[config.mk]
export PLATFORM = sky130hd
export DESIGN_NAME = cpc_io_write_qualifier
export DESIGN_NICKNAME = d
export VERILOG_FILES = /design/src/rtl/cpc_io_write_qualifier.sv
export SDC_FILE = /design/constraint.sdc
export NUM_CORES = 1
export LEC_CHECK = 0
export BUFFER_PORTS_ARGS = -buffer_cell sky130_fd_sc_hd__buf_2
export CELL_PAD_IN_SITES_DETAIL_PLACEMENT = 1
export CELL_PAD_IN_SITES_GLOBAL_PLACEMENT = 1
export CORE_MARGIN = 1.5
export CORE_UTILIZATION = 38
export DETAILED_ROUTE_END_ITERATION = 16
export PLACE_DENSITY_LB_ADDON = 0.15
export REMOVE_ABC_BUFFERS = 1
export SLEW_MARGIN = 20
export SYNTH_ARGS = -nofsm -noshare
export SYNTH_HDL_FRONTEND = slang
export SYNTH_SLANG_ARGS = --single-unit
[constraint.sdc]
create_clock -name CLK -period 1.8 [get_ports CLK]
set_input_delay 0.54 -clock CLK [delete_from_list [all_inputs] [get_ports CLK]]
set_output_delay 0.54 -clock CLK [all_outputs]
set_load 0.02 [all_outputs]
[src/rtl/cpc_io_write_qualifier.sv]
// Synchronous qualifier for Z80 OUT cycles to the gate-array/RAM port: registers the
// strobes, filters short pulses and IRQ-acknowledge, and issues one bank-register load.
module cpc_io_write_qualifier #(
    parameter int          MIN_LOW  = 2,
    parameter logic [1:0]  DATA_TAG = 2'b11
) (
    input  logic       CLK,
    input  logic       RESET,
    input  logic       IOREQ_B,
    input  logic       WR_B,
    input  logic       M1_B,
    input  logic       A15,
    input  logic [7:0] D,
    output logic       bank_wr,
    output logic [5:0] bank_data,
    output logic [7:0] glitch_cnt
);

    typedef enum logic [1:0] {ARMWAIT, IDLE, COUNT, FIRED} state_t;

    localparam logic [2:0] CNT_LAST = 3'(MIN_LOW - 1);

    logic       ioreq_b_reg, wr_b_reg, m1_b_reg, a15_reg;
    logic [7:0] d_reg;
    logic       primed_reg;
    state_t     state_reg, state_next;
    logic [2:0] cnt_reg, cnt_next;
    logic [7:0] glitch_cnt_reg, glitch_cnt_next;
    logic       bank_wr_reg, bank_wr_next;
    logic [5:0] bank_data_reg, bank_data_next;

    logic active;
    logic decode_match;
    logic fire;

    assign active       = !ioreq_b_reg && !wr_b_reg && m1_b_reg;
    assign decode_match = !a15_reg && (d_reg[7:6] == DATA_TAG);

    always_ff @(posedge CLK or posedge RESET) begin
        if (RESET) begin
            ioreq_b_reg    <= 1'b1;
            wr_b_reg       <= 1'b1;
            m1_b_reg       <= 1'b1;
            a15_reg        <= 1'b0;
            d_reg          <= 8'h00;
            primed_reg     <= 1'b0;
            state_reg      <= ARMWAIT;
            cnt_reg        <= 3'd0;
            glitch_cnt_reg <= 8'h00;
            bank_wr_reg    <= 1'b0;
            bank_data_reg  <= 6'h00;
        end else begin
            ioreq_b_reg    <= IOREQ_B;
            wr_b_reg       <= WR_B;
            m1_b_reg       <= M1_B;
            a15_reg        <= A15;
            d_reg          <= D;
            primed_reg     <= 1'b1;
            state_reg      <= state_next;
            cnt_reg        <= cnt_next;
            glitch_cnt_reg <= glitch_cnt_next;
            bank_wr_reg    <= bank_wr_next;
            bank_data_reg  <= bank_data_next;
        end
    end

    always_comb begin
        state_next      = state_reg;
        cnt_next        = cnt_reg;
        glitch_cnt_next = glitch_cnt_reg;
        fire            = 1'b0;
        case (state_reg)
            // The input registers hold their idle reset values on the first edge after
            // reset; only a genuinely sampled idle bus may arm, so a strobe that spans
            // reset release is never taken.
            ARMWAIT: begin
                if (primed_reg && !active)
                    state_next = IDLE;
            end
            IDLE: begin
                if (active) begin
                    if (MIN_LOW == 1) begin
                        fire       = 1'b1;
                        state_next = FIRED;
                    end else begin
                        state_next = COUNT;
                        cnt_next   = 3'd1;
                    end
                end
            end
            COUNT: begin
                if (active) begin
                    if (cnt_reg == CNT_LAST) begin
                        fire       = 1'b1;
                        state_next = FIRED;
                    end else begin
                        cnt_next = cnt_reg + 3'd1;
                    end
                end else begin
                    if (glitch_cnt_reg != 8'hFF)
                        glitch_cnt_next = glitch_cnt_reg + 8'd1;
                    state_next = IDLE;
                end
            end
            FIRED: begin
                if (!active)
                    state_next = IDLE;
            end
            default: state_next = ARMWAIT;
        endcase

        bank_wr_next   = fire && decode_match;
        bank_data_next = bank_wr_next ? d_reg[5:0] : bank_data_reg;
    end

    assign bank_wr    = bank_wr_reg;
    assign bank_data  = bank_data_reg;
    assign glitch_cnt = glitch_cnt_reg;

endmodule

# --- Word level (Yosys, flattened, before mapping) ---
# Cells that the tools add are included.
classes:
  n_lt_le_gt_ge: 0
  n_mul: 0
  n_mux: 13
  bitwise: 1
  reduce_logical: 14
  n_eq_ne: 12
  shifts: 0
  div_mod_pow: 0
  add_sub_neg: 2
op_table:
  columns: ["operator", "n"]
  rows:
  - ["2-bit two-way mux", 5]
  - ["2-bit inequality test, second input constant", 5]
  - ["3-bit two-way mux", 3]
  - ["8-bit by 1-bit adder with 8-bit output, second input constant", 1]
  - ["8-bit inequality test, second input constant", 1]
  - ["2-bit case mux with 4 select lines", 1]
  - ["4-bit AND reduction", 2]
  - ["2-bit equality test, second input constant", 3]
  - ["3-bit case mux with 2 select lines", 1]
  - ["1-bit logical AND", 5]
  - ["1-bit logical NOT", 4]
  - ["3-bit by 1-bit adder with 3-bit output, second input constant", 1]
  - ["3-bit by 1-bit equality test with 1-bit output, second input constant", 1]
  - ["1-bit two-way mux", 3]
  - ["3-bit inequality test, second input constant", 1]
  - ["3-bit AND reduction", 1]
  - ["2-bit by 1-bit equality test with 1-bit output, second input constant", 1]
  - ["2-bit logical NOT", 1]
  - ["2-bit nonzero test", 1]
  - ["1-bit NOT", 1]
word_totals:
  inputBits: 14
  ramBits: 0
  ff_bits: 33
  output_inout_bits: 15
  wordCells: 53
  romBits: 0
  n_memories: 0
  latch_bits: 0

# --- Longest topological paths before layout ---
# Gate-level depths: netlist (run 1).
depth:
  depth_word: 7
  ltp_mapped: 7
  ltp_nobuf: 6

# --- Least setup slack after synthesis (run 1) ---
# Ideal clock, no wire load.
synth_path:
  path_type: "register -> register"
  from: "reg state_reg[0]"
  to: "reg bank_data_reg[0] (netlist: bank_data[0])"
  setup_ps: 125
  period_less_slack_ps: 1866
  path_buffers: 1
  t_arrival_ps: 1741
  path_slack_ps: -66
  stages_incl_launch_ff: 7
  t_required_ps: 1675
  path_cell_list: "dfrtp_1 > inv_1 > ha_1 > clkbuf_1 > nand4b_1 > nor3_4 > mux2_2"
synth_via:
  elab_chain_cells: 3
synth_lines:
  columns: ["element", "line_no", "text"]
  rows:
  - ["from (decl)", "26", "state_t state_reg, state_next;"]
  - ["from (signal assigned)", "59", "state_reg <= state_next;"]
  - ["2-bit equality test", "72", "case (state_reg)"]
  - ["1-bit two-way mux", "72", null]
  - ["1-bit logical AND", "112", "bank_wr_next = fire && decode_match;"]
  - ["via bank_wr_next", "29", "logic bank_wr_reg, bank_wr_next;"]
  - ["to (signal assigned)", "63", "bank_data_reg <= bank_data_next;"]
  - ["to (decl)", "30", "logic [5:0] bank_data_reg, bank_data_next;"]
# The timed path passes the listed nets, and every way through them passes these cells.
# A chain may end at the register's enable or synchronous reset.

# --- Worst setup path in the final report (run 1) ---
layout_path:
  from: "reg state_reg[0]"
  to: "reg bank_data_reg[3] (netlist: bank_data[3])"
# The elaborated chain is that of the path after synthesis.

==> results by group, run 1 <==
Outcome
  • Outcome: finished clean

Synth
  • Warnings from Yosys: 0
  • Synth Flop Type: dfrtp_1
  • Yosys cell types: 33
  • Fraction of registers with async set/reset: 100%
  • Syn avg cell area: 13.1 um2
  • Yosys top cell area share: around 54%
  • Count leader, synth: dfrtp_1
  • Synthesized area: 0.00139 mm2
  • Synth Instances: around 110
  • EDFF count, synth: 0
  • Largest cells by area after synthesis: dfrtp_1 54%, mux2_2 7.3%, ha_1 7.2%
  • Sequential-to-total area share from yosys stat: between 50% and 60%
  • Yosys reg bits: 33
  • Most frequent cells after synthesis: 30 x dfrtp_1, 9 x mux2_2, 8 x ha_1
  • Area leader, netlist: dfrtp_1

Cells and area
  • Ant. Diodes: 0
  • Layout area overhead: 24.2%
  • Multi-input logic area: 564 um2
  • Reg area: roughly 830 um2
  • Nets@finish: 168
  • Share of cells above drive strength 1: between 40% and 50%
  • Final-layout fill cell count: ~380

Die
  • # rows: 21
  • IO Count: 29
  • Die Area: roughly 0.0040 mm2
  • Placeable Area: roughly 0.0034 mm2
  • Die W: 63.5 um
  • Starting density of the core: 40.7%
  • DIE HEIGHT: 63.5 um

Pwr
  • Worst VDD drop: around 0.00047 V
  • Lkg Pwr: 0.838 nW
  • P per Cell Area: 1000 mW/mm2

Setup path
  • Crit-path max cell delay: between 300 and 400 ps
  • Critical path type: reg2reg
  • CP Capture Type: flop
  • Crit path required time: between 2000 and 2500 ps
  • Arr. time, crit path: 1910 ps
  • CP cell instances: inv_1 -> ha_4 -> nand4b_1 -> nor3_4 -> buf_12 -> mux2_2
  • CP max stage cell: dfrtp_1
  • Critical Path Fanout Max: 7
  • Worst setup SP type: flop

Route
  • Wire length on met3: 121 um
  • Residual DRC: 0
  • Top Metal Used: met4
  • Iter 0 DRT Violations: 29
  • Met2 Wirelength: about 1.3 mm
  • Drt wl/cell: 13.4 um
  • Metal-1 WL: 1.15 mm
  • Via count: 959
  • WL final: 2.58 mm
  • TritonRoute pass-1 iters: 4
  • Vias per cell: 4.97
  • ANT nets after route: 0

Place
  • Pre-CTS setup slack: -9.64 ps
  • Port buffer count: 28
  • Final HPWL DP: just under 2 mm
  • GPL Wtd Cong: around 0.78

Clock tree
  • Later-pin clock latency in the skew report: ~320 ps
  • CTS Sinks: 33
  • Worst-path clk slew: 110 ps
  • H-tree Lvls: 2
  • CTS tree: done
  • Root Buffer: clkbuf_4
  • Clock Path Buffers: 2
  • Cts hold-fix bufs: 0
  • Total CTS buffers: 5

Global route
  • Overflow after GRT: 0
  • Vias in the first global route: roughly 1000
  • Initial antenna violation count: 0
  • First-pass GRT wire length: 4.78 mm
  • Largest net degree at the start of global routing: 34
  • Total Routing Usage GR: 15.7%

Timing
  • Slew Viols, Final: 0
  • RSZ-0062 raised after global routing: no
  • Fmax: approximately 0.6 GHz
  • WHS: around 280 ps
  • Final period util: a little over nine tenths
  • Fin crit period: around 1700 ps
  • Worst Slack Setup Final: 106 ps
  • # setup viols final: 0
  • Final Skew: about 7 ps
  • Hold Violations, Final: 0

Min path
  • Worst Hold Class: in2async

Job
  • Maxcap violations: 0
[area by class of cell]
cell class	instances	share of cell area, %
clock inverters	3	1.01
clock buffers	5	2.17
well taps	46	3.33
multi-input cells	67	32.7
repair buffers	35	11.9
flip-flops and latches	33	48.0
inverters	4	0.870
[critical path: cells and delay by family (launching register included)]
kind,cells,cell delay [ps]
simple gates,2,410
flops,1,390
mux,1,320
fa+ha+maj,1,190
buf+inv,2,290
[stage by stage]
| step | area, um2 | TNS, ps | std cells | util, % | total power, mW |
|---|---|---|---|---|---|
| after floorplan | 1380 | 0 | 104 | - | 1.18 |
| after global placement | 1620 | 0 | 184 | 47.5 | 1.31 |
| after detailed placement | 1620 | -35.3 | 184 | 47.5 | 1.34 |
| after CTS | 1700 | 0 | 193 | 49.7 | 1.75 |
| after global routing | 1730 | 0 | 193 | 50.5 | 1.87 |
| final | 1730 | 0 | 193 | 50.5 | 1.74 |
[power by group]
| group | switching [mW] | internal (mW) |
|---|---|---|
| sequential | 0.0634 | 0.818 |
| combinational | 0.261 | 0.193 |
| clock | 0.253 | 0.147 |
| total | 0.576 | 1.16 |
[layer usage]
metal | global-route usage, % | vias up
li1 | - | 453
met1 | 19.1 | 479
met2 | 25.0 | 23
met3 | 5.36 | 4
met4 | 7.34 | 0
met5 | 0 | -
[final timing paths]
kind,startpoint,to,slack [ps],cells after the start
hold / removal,RESET,bank_data[1],280,3
max in group asynchronous,RESET,wr_b_reg,1190,3
setup / recovery,state_reg[0],bank_data[3],110,6
hold reg to reg,d_reg[1],bank_data[1],480,1
setup reg to reg,state_reg[0],bank_data[3],110,6
min in group CLK,M1_B,m1_b_reg,310,1
[cells in the final DEF (no fill, tap or decap), types with 2 or more instances in the layout]
cell and count:
a21oi_1 2, buf_2 28, buf_4 6, clkbuf_4 5
clkinv_2 2, dfrtp_1 30, dfstp_2 3, ha_1 7
inv_1 4, mux2_2 9, mux2i_1 2, nand2_1 6
nand3_1 5, nand4_1 3, nor2_1 2, nor2b_1 3
nor3_1 2, o21ai_0 4, xnor2_1 2
[kinds of logic (layout without fill, tap and decap cells)]
family / count (synthesis) / in the layout / share of synthesized area, %
AO/OA/AOI/OAI: 12 / 12 / 6.84
XOR/XNOR: 3 / 3 / 1.89
adder cells (fa/ha/maj): 8 / 8 / 7.20
buffers and inverters: 6 / 47 / 1.71
flip-flops: 33 / 33 / 59.7
multiplexers: 11 / 11 / 8.73
other: 1 / 1 / 0.270
AND/OR/NAND/NOR: 32 / 32 / 13.7
[repair_timing]
item,4_1_cts,5_1_grt
pin swaps,1,0
gates resized for setup,0,6
setup endpoints to repair,6,9
setup buffers,1,0
hold endpoints to repair,0,0
(Power assumes the default switching activity.)
==> run 2: changes to the inputs <==
CORE_UTILIZATION = 40   (was 38)
CTS_BUF_LIST = sky130_fd_sc_hd__clkbuf_4 sky130_fd_sc_hd__clkbuf_8   (was not set)
==> run 2 against run 1 <==
Effect of this change: combinational power about the same; total power is 0.13% higher; critical path depth fell by 2; clock-buffer cell count unchanged; final cell count grew 1.6%; sequential cell count unchanged; first-iteration DRC count decreased by 59%; core utilization grew 1.1 points; sequential share of layout area rose by 0.070 points; highest routed layer unchanged.
==> results by group, run 2 (synthesized netlist as in run 1, its figures left out) <==
Timing
  • Fmax: 0.567 GHz (-3.9%)
  • Final Skew: 4.24 ps (-2.64 ps)
  • # setup viols final: 0 (unchanged)
  • Worst-Margin Slew: 509 ps
  • WHS: 219 ps (-56.7 ps)
  • Worst Slack Setup Final: 37.8 ps (-68.2 ps)
  • Fin crit period: 1760 ps (+68.2 ps)
  • Slew Viols, Final: 0 (unchanged)
  • Final period util: 97.9% (+3.8 points)
  • Hold Violations, Final: 0 (unchanged)
  • Setup tns final: 0 ps (unchanged)
  • Max-slew headroom: 66.0%

Cells and area
  • Layout area overhead: 24.0%
  • Commonest cells after routing, fill and taps aside: 30 x dfrtp_1, 28 x buf_2, 9 x mux2_2
  • Finished layout cell area: 0.00172 mm2 (-0.15%)
  • Ant. Diodes: 0 (unchanged)
  • Most common cell after layout, fill and taps aside: dfrtp_1
  • Nets@finish: 171 (+1.8%)
  • Share of cells above drive strength 1: 42.0% (-0.18 points)

Route
  • Drt wl/cell: 14.2 um (+5.8%)
  • Iter 0 DRT Violations: 12 (-59%)
  • Residual DRC: 0 (unchanged)
  • ANT nets after route: 0 (unchanged)
  • Vias per cell: 5.04 (+1.3%)
  • Via count: 987 (+2.9%)
  • WL final: 2.77 mm (+7.4%)
  • TritonRoute pass-1 iters: 3 (-1)

Setup path
  • Worst r2r src: m1_b_reg
  • Arr. time, crit path: 1980 ps (+70 ps)
  • FF-to-FF setup slack: 40 ps (-70 ps)
  • CP Capture Type: flop
  • Critical path type: reg2reg
  • Crit path to: bank_data[5]
  • Worst Reg-to-Reg Cells: 4 (-2)
  • Reg-to-reg endpoint: bank_data[5]
  • Crit path required time: 2020 ps (about the same)
  • CP Launch Point: m1_b_reg
  • Worst setup SP type: flop
  • Critical Path Fanout Max: 6 (-1)

Clock tree
  • CTS Sinks: 33 (unchanged)
  • Worst-path clk slew: 100 ps (about the same)
  • Later-pin clock latency in the skew report: 330 ps (about the same)
  • Clock Path Buffers: 2 (unchanged)
  • CTS tree: done
  • H-tree Lvls: 2 (unchanged)
  • Cts hold-fix bufs: 0 (unchanged)
  • Root Buffer: clkbuf_4
  • Total CTS buffers: 5 (unchanged)

Job
  • Maxcap violations: 0 (unchanged)

Pwr
  • Lkg Pwr: 0.852 nW (+1.7%)
  • Worst VDD drop: 0.000571 V (+21%)
  • P per Cell Area: 1010 mW/mm2 (+0.27%)

Global route
  • Overflow after GRT: 0 (unchanged)
  • First-pass GRT wire length: 4.66 mm (-2.4%)
  • Vias in the first global route: 994 (-3.6%)
  • Total Routing Usage GR: 17.6% (+1.9 points)
  • Initial antenna violation count: 0 (unchanged)
  • Largest net degree at the start of global routing: 15 (-56%)

Min path
  • Worst Hold Class: in2async

Die
  • Die W: 62.0 um (-2.4%)
  • DIE HEIGHT: 62.0 um (-2.4%)
  • IO Count: 29 (unchanged)
  • Die Area: 0.00384 mm2 (-4.8%)
  • # rows: 21 (unchanged)
  • Starting density of the core: 41.7% (+0.96 points)
  • Placeable Area: 0.00334 mm2 (-2.3%)

Place
  • Port buffer count: 28 (unchanged)
  • Final HPWL DP: 2.15 mm (+10%)
  • Pre-CTS setup slack: -21.9 ps (-12.3 ps)
  • GPL Wtd Cong: 0.768 (-2.1%)
  • Placed Area: 0.00162 mm2 (unchanged)

Outcome
  • Outcome: finished clean
-- run 2: cell count changes in the layout (fill, tap and decap cells not counted) --
cell / delta
nor3_2: -1
buf_12: -1
ha_4: -1
buf_6: +2
nand3_1: +1
ha_2: +1
nor3_1: +1
nand3_2: -1
buf_4: +2
-- run 2: critical path, stage by stage, from the launching register on --
cell     delay, ps
dfstp_2        540
or3b_4         400
nor3_4         220
buf_6          150
mux2_2         340
-- run 2: how the worst min path moves through the flow --
stage	end	startpoint	slack (ps)	cells past startpoint
after floorplan	bank_data[0]	d_reg[0]	450	1
after global placement	bank_data[4]	d_reg[4]	460	1
after detailed placement	bank_data[2]	d_reg[2]	470	1
after CTS	bank_data[0]	RESET	230	2
after global routing	bank_data[0]	RESET	240	2
final	bank_data[0]	RESET	220	2
-- run 2: layout make-up --
cell class | instances | area [um2]
fillers | 380 | 1610
multi-input cells | 67 | 544
clock buffers | 5 | 37.5
well taps | 46 | 57.6
clock inverters | 3 | 17.5
flip-flops and latches | 33 | 830
repair buffers | 38 | 223
inverters | 4 | 15.0
-- run 2: where the power goes --
group | internal, mW | leakage, nW | switching, mW | total, mW
sequential | 0.819 | 0.418 | 0.0673 | 0.886
combinational | 0.192 | 0.403 | 0.264 | 0.455
clock | 0.147 | 0.0310 | 0.249 | 0.396
total | 1.16 | 0.852 | 0.580 | 1.74
-- run 2: metal layers --
layer	vias up	part of all wire (%)	GRT usage [%]
met5	-	0	0
met3	5	4.5	7.04
met1	507	41	21.0
li1	458	-	-
met4	0	1.6	6.38
met2	17	53	28.7
-- run 2: through the flow --
step | total power, mW | util [%] | cells
2_1_floorplan | 1.18 | - | 104
3_3_place_gp | 1.30 | 48.7 | 184
3_5_place_dp | 1.34 | 48.7 | 184
4_1_cts | 1.74 | 50.8 | 194
5_1_grt | 1.86 | 51.7 | 196
6_report | 1.74 | 51.7 | 196
-- run 2: what timing repair did --
item	in CTS	in global routing
buffers inserted	2	2
pin swaps	1	2
endpoints found under the setup margin	6	9
resized for setup	1	4
==> run 3: changes to the inputs <==
CORE_ASPECT_RATIO = 1.75   (was not set)
==> run 3 against run 2 <==
Effect of this change: sequential cell count did not move; sequential power rose by 1%; clock skew rose by 3.0 ps; critical path depth did not move; global-route usage fell by 0.81 points; die area rose by 0.36%; hold slack improved by 28 ps; sequential share of layout area fell by 0.65 points; worst setup slack improved by 38 ps; clock-buffer cell count rose by 2; final cell count fell by 2.0%; first-iteration DRC count fell by 50%; critical endpoint is now bank_data[2]; largest power group unchanged.
==> results by group, run 3 (synthesized netlist as in run 1, its figures left out) <==
Setup path
  • Critical Path Fanout Max: 4 (-2)
  • Crit-path max cell delay: 520 ps (-20 ps)
  • Critical path type: reg2reg
  • Worst Reg-to-Reg Cells: 4 (unchanged)
  • CP Capture Type: flop
  • Arr. time, crit path: 1890 ps (-90 ps)
  • CP cell instances: or3b_1 -> nor3_4 -> buf_4 -> mux2_2
  • Worst setup SP type: flop
  • Crit path required time: 1960 ps (-60 ps)
  • Worst r2r src: m1_b_reg
  • Reg-to-reg endpoint: bank_data[2]
  • FF-to-FF setup slack: 80 ps (+40 ps)
  • CP max stage cell: dfstp_2

Outcome
  • Outcome: finished clean

Route
  • WL final: 2.69 mm (-3.2%)
  • Residual DRC: 0 (unchanged)
  • ANT nets after route: 0 (unchanged)
  • Vias per cell: 4.96 (-1.5%)
  • Via count: 952 (-3.5%)
  • Drt wl/cell: 14.0 um (-1.2%)
  • TritonRoute pass-1 iters: 3 (unchanged)
  • Iter 0 DRT Violations: 6 (-6)

Cells and area
  • Nets@finish: 169 (-1.2%)
  • Ant. Diodes: 0 (unchanged)
  • Most common cell after layout, fill and taps aside: dfrtp_1
  • Final cell count without fillers: 192 (-2.0%)
  • Share of cells above drive strength 1: 42.9% (+0.86 points)
  • Core Util, Final: 52.0% (+0.38 points)
  • Layout area overhead: 25.9%
  • Commonest cells after routing, fill and taps aside: 29 x dfrtp_1, 28 x buf_2, 9 x mux2_2

Clock tree
  • H-tree Lvls: 2 (unchanged)
  • Later-pin clock latency in the skew report: 280 ps (-50 ps)
  • Cts hold-fix bufs: 0 (unchanged)
  • Total CTS buffers: 5 (unchanged)
  • Root Buffer: clkbuf_8
  • CTS tree: done
  • Clock Path Buffers: 2 (unchanged)
  • Worst-path clk slew: 70 ps (-30 ps)
  • CTS Sinks: 33 (unchanged)

Timing
  • Final period util: 95.8% (-2.1 points)
  • Hold Violations, Final: 0 (unchanged)
  • Fin crit period: 1720 ps (-37.6 ps)
  • Setup tns final: 0 ps (unchanged)
  • Final Skew: 7.24 ps (+2.99 ps)
  • Worst Slack Setup Final: 75.4 ps (+37.6 ps)
  • RSZ-0062 raised after global routing: yes
  • Slew Viols, Final: 0 (unchanged)
  • # setup viols final: 0 (unchanged)
  • Fmax: 0.580 GHz (+2.2%)

Place
  • Final HPWL DP: 2.06 mm (-4.1%)
  • GPL Wtd Cong: 0.771 (+0.38%)
  • Cell count after placement: 183 (-0.54%)
  • Port buffer count: 28 (unchanged)
  • Pre-CTS setup slack: -19.6 ps (+2.35 ps)

Global route
  • First-pass GRT wire length: 4.52 mm (-3.1%)
  • Largest net degree at the start of global routing: 13 (-2)
  • Vias in the first global route: 1025 (+3.1%)
  • Initial antenna violation count: 0 (unchanged)
  • Overflow after GRT: 0 (unchanged)
  • Total Routing Usage GR: 16.8% (-0.81 points)

Pwr
  • Lkg Pwr: 0.855 nW (+0.28%)
  • P per Cell Area: 1070 mW/mm2 (+6.6%)
  • Worst VDD drop: 0.000719 V (+26%)

Die
  • IO Count: 29 (unchanged)
  • Die W: 47.6 um (-23%)
  • DIE HEIGHT: 81.0 um (+31%)
  • Die Area: 0.00385 mm2 (+0.36%)
  • # rows: 28 (+33%)
  • Starting density of the core: 41.3% (-0.33 points)
  • Placeable Area: 0.00336 mm2 (+0.79%)

Job
  • Maxcap violations: 0 (unchanged)

Min path
  • Worst Hold Class: in2async
run 3: changes by cell type in the layout (fill, tap and decap cells not counted), moves of 2 or more:
cell,change
clkinv_2,-2
nor3_1,-2
clkbuf_4,-4
clkbuf_8,+6
nor3_2,+2
run 3: worst max path at each step:
stage	depth (start not counted)	from	slack, ps	end
detailed placement	3	m1_b_reg	-20	bank_data[4]
global placement	3	m1_b_reg	20	bank_data[3]
CTS	6	state_reg[0]	7	bank_data[2]
finish	4	m1_b_reg	80	bank_data[2]
global route	6	state_reg[0]	-5	bank_data[2]
floorplan	3	m1_b_reg	10	bank_data[0]
run 3: metal layers:
layer  global-route usage [%]  wire length (um)  up-vias  share of wire, %
met1                     18.9              1030      476                38
li1                         -                 -      450                 -
met2                     28.8              1520       21                56
met5                        0                 0        -                 0
met3                     4.00                91        5               3.4
met4                     7.30                54        0               2.0
run 3: power breakdown:
| group | internal [mW] | switching [mW] | leakage [nW] |
|---|---|---|---|
| clock | 0.318 | 0.243 | 0.0477 |
| sequential | 0.822 | 0.0729 | 0.417 |
| combinational | 0.175 | 0.249 | 0.390 |
run 3: layout make-up:
type	instances	area [um2]
timing repair buffer	36	204
sequential	33	831
inverter	4	15.0
clock buffer	7	90.1
multi-input combinational	67	554
tap	45	56.3
fill	386	1610
run 3: critical path, delay by kind of cell (launching register included):
kind	cells	cell delay [ps]
simple gates	2	610
mux	1	330
flops	1	520
buf+inv	1	160
run 3: repair_timing:
item | 4_1_cts | 5_1_grt
endpoints found under the setup margin | 6 | 9
buffers inserted | 2 | 0
gates resized for setup | 0 | 7
pin swaps | 1 | 3
run 3: per-stage QoR:
stage	hold slack, ps	power [mW]	instance area, um2
after floorplan	454	1.18	1380
after global placement	460	1.30	1620
after detailed placement	464	1.32	1620
after CTS	261	1.89	1730
after global routing	290	2.00	1750
final	246	1.88	1750
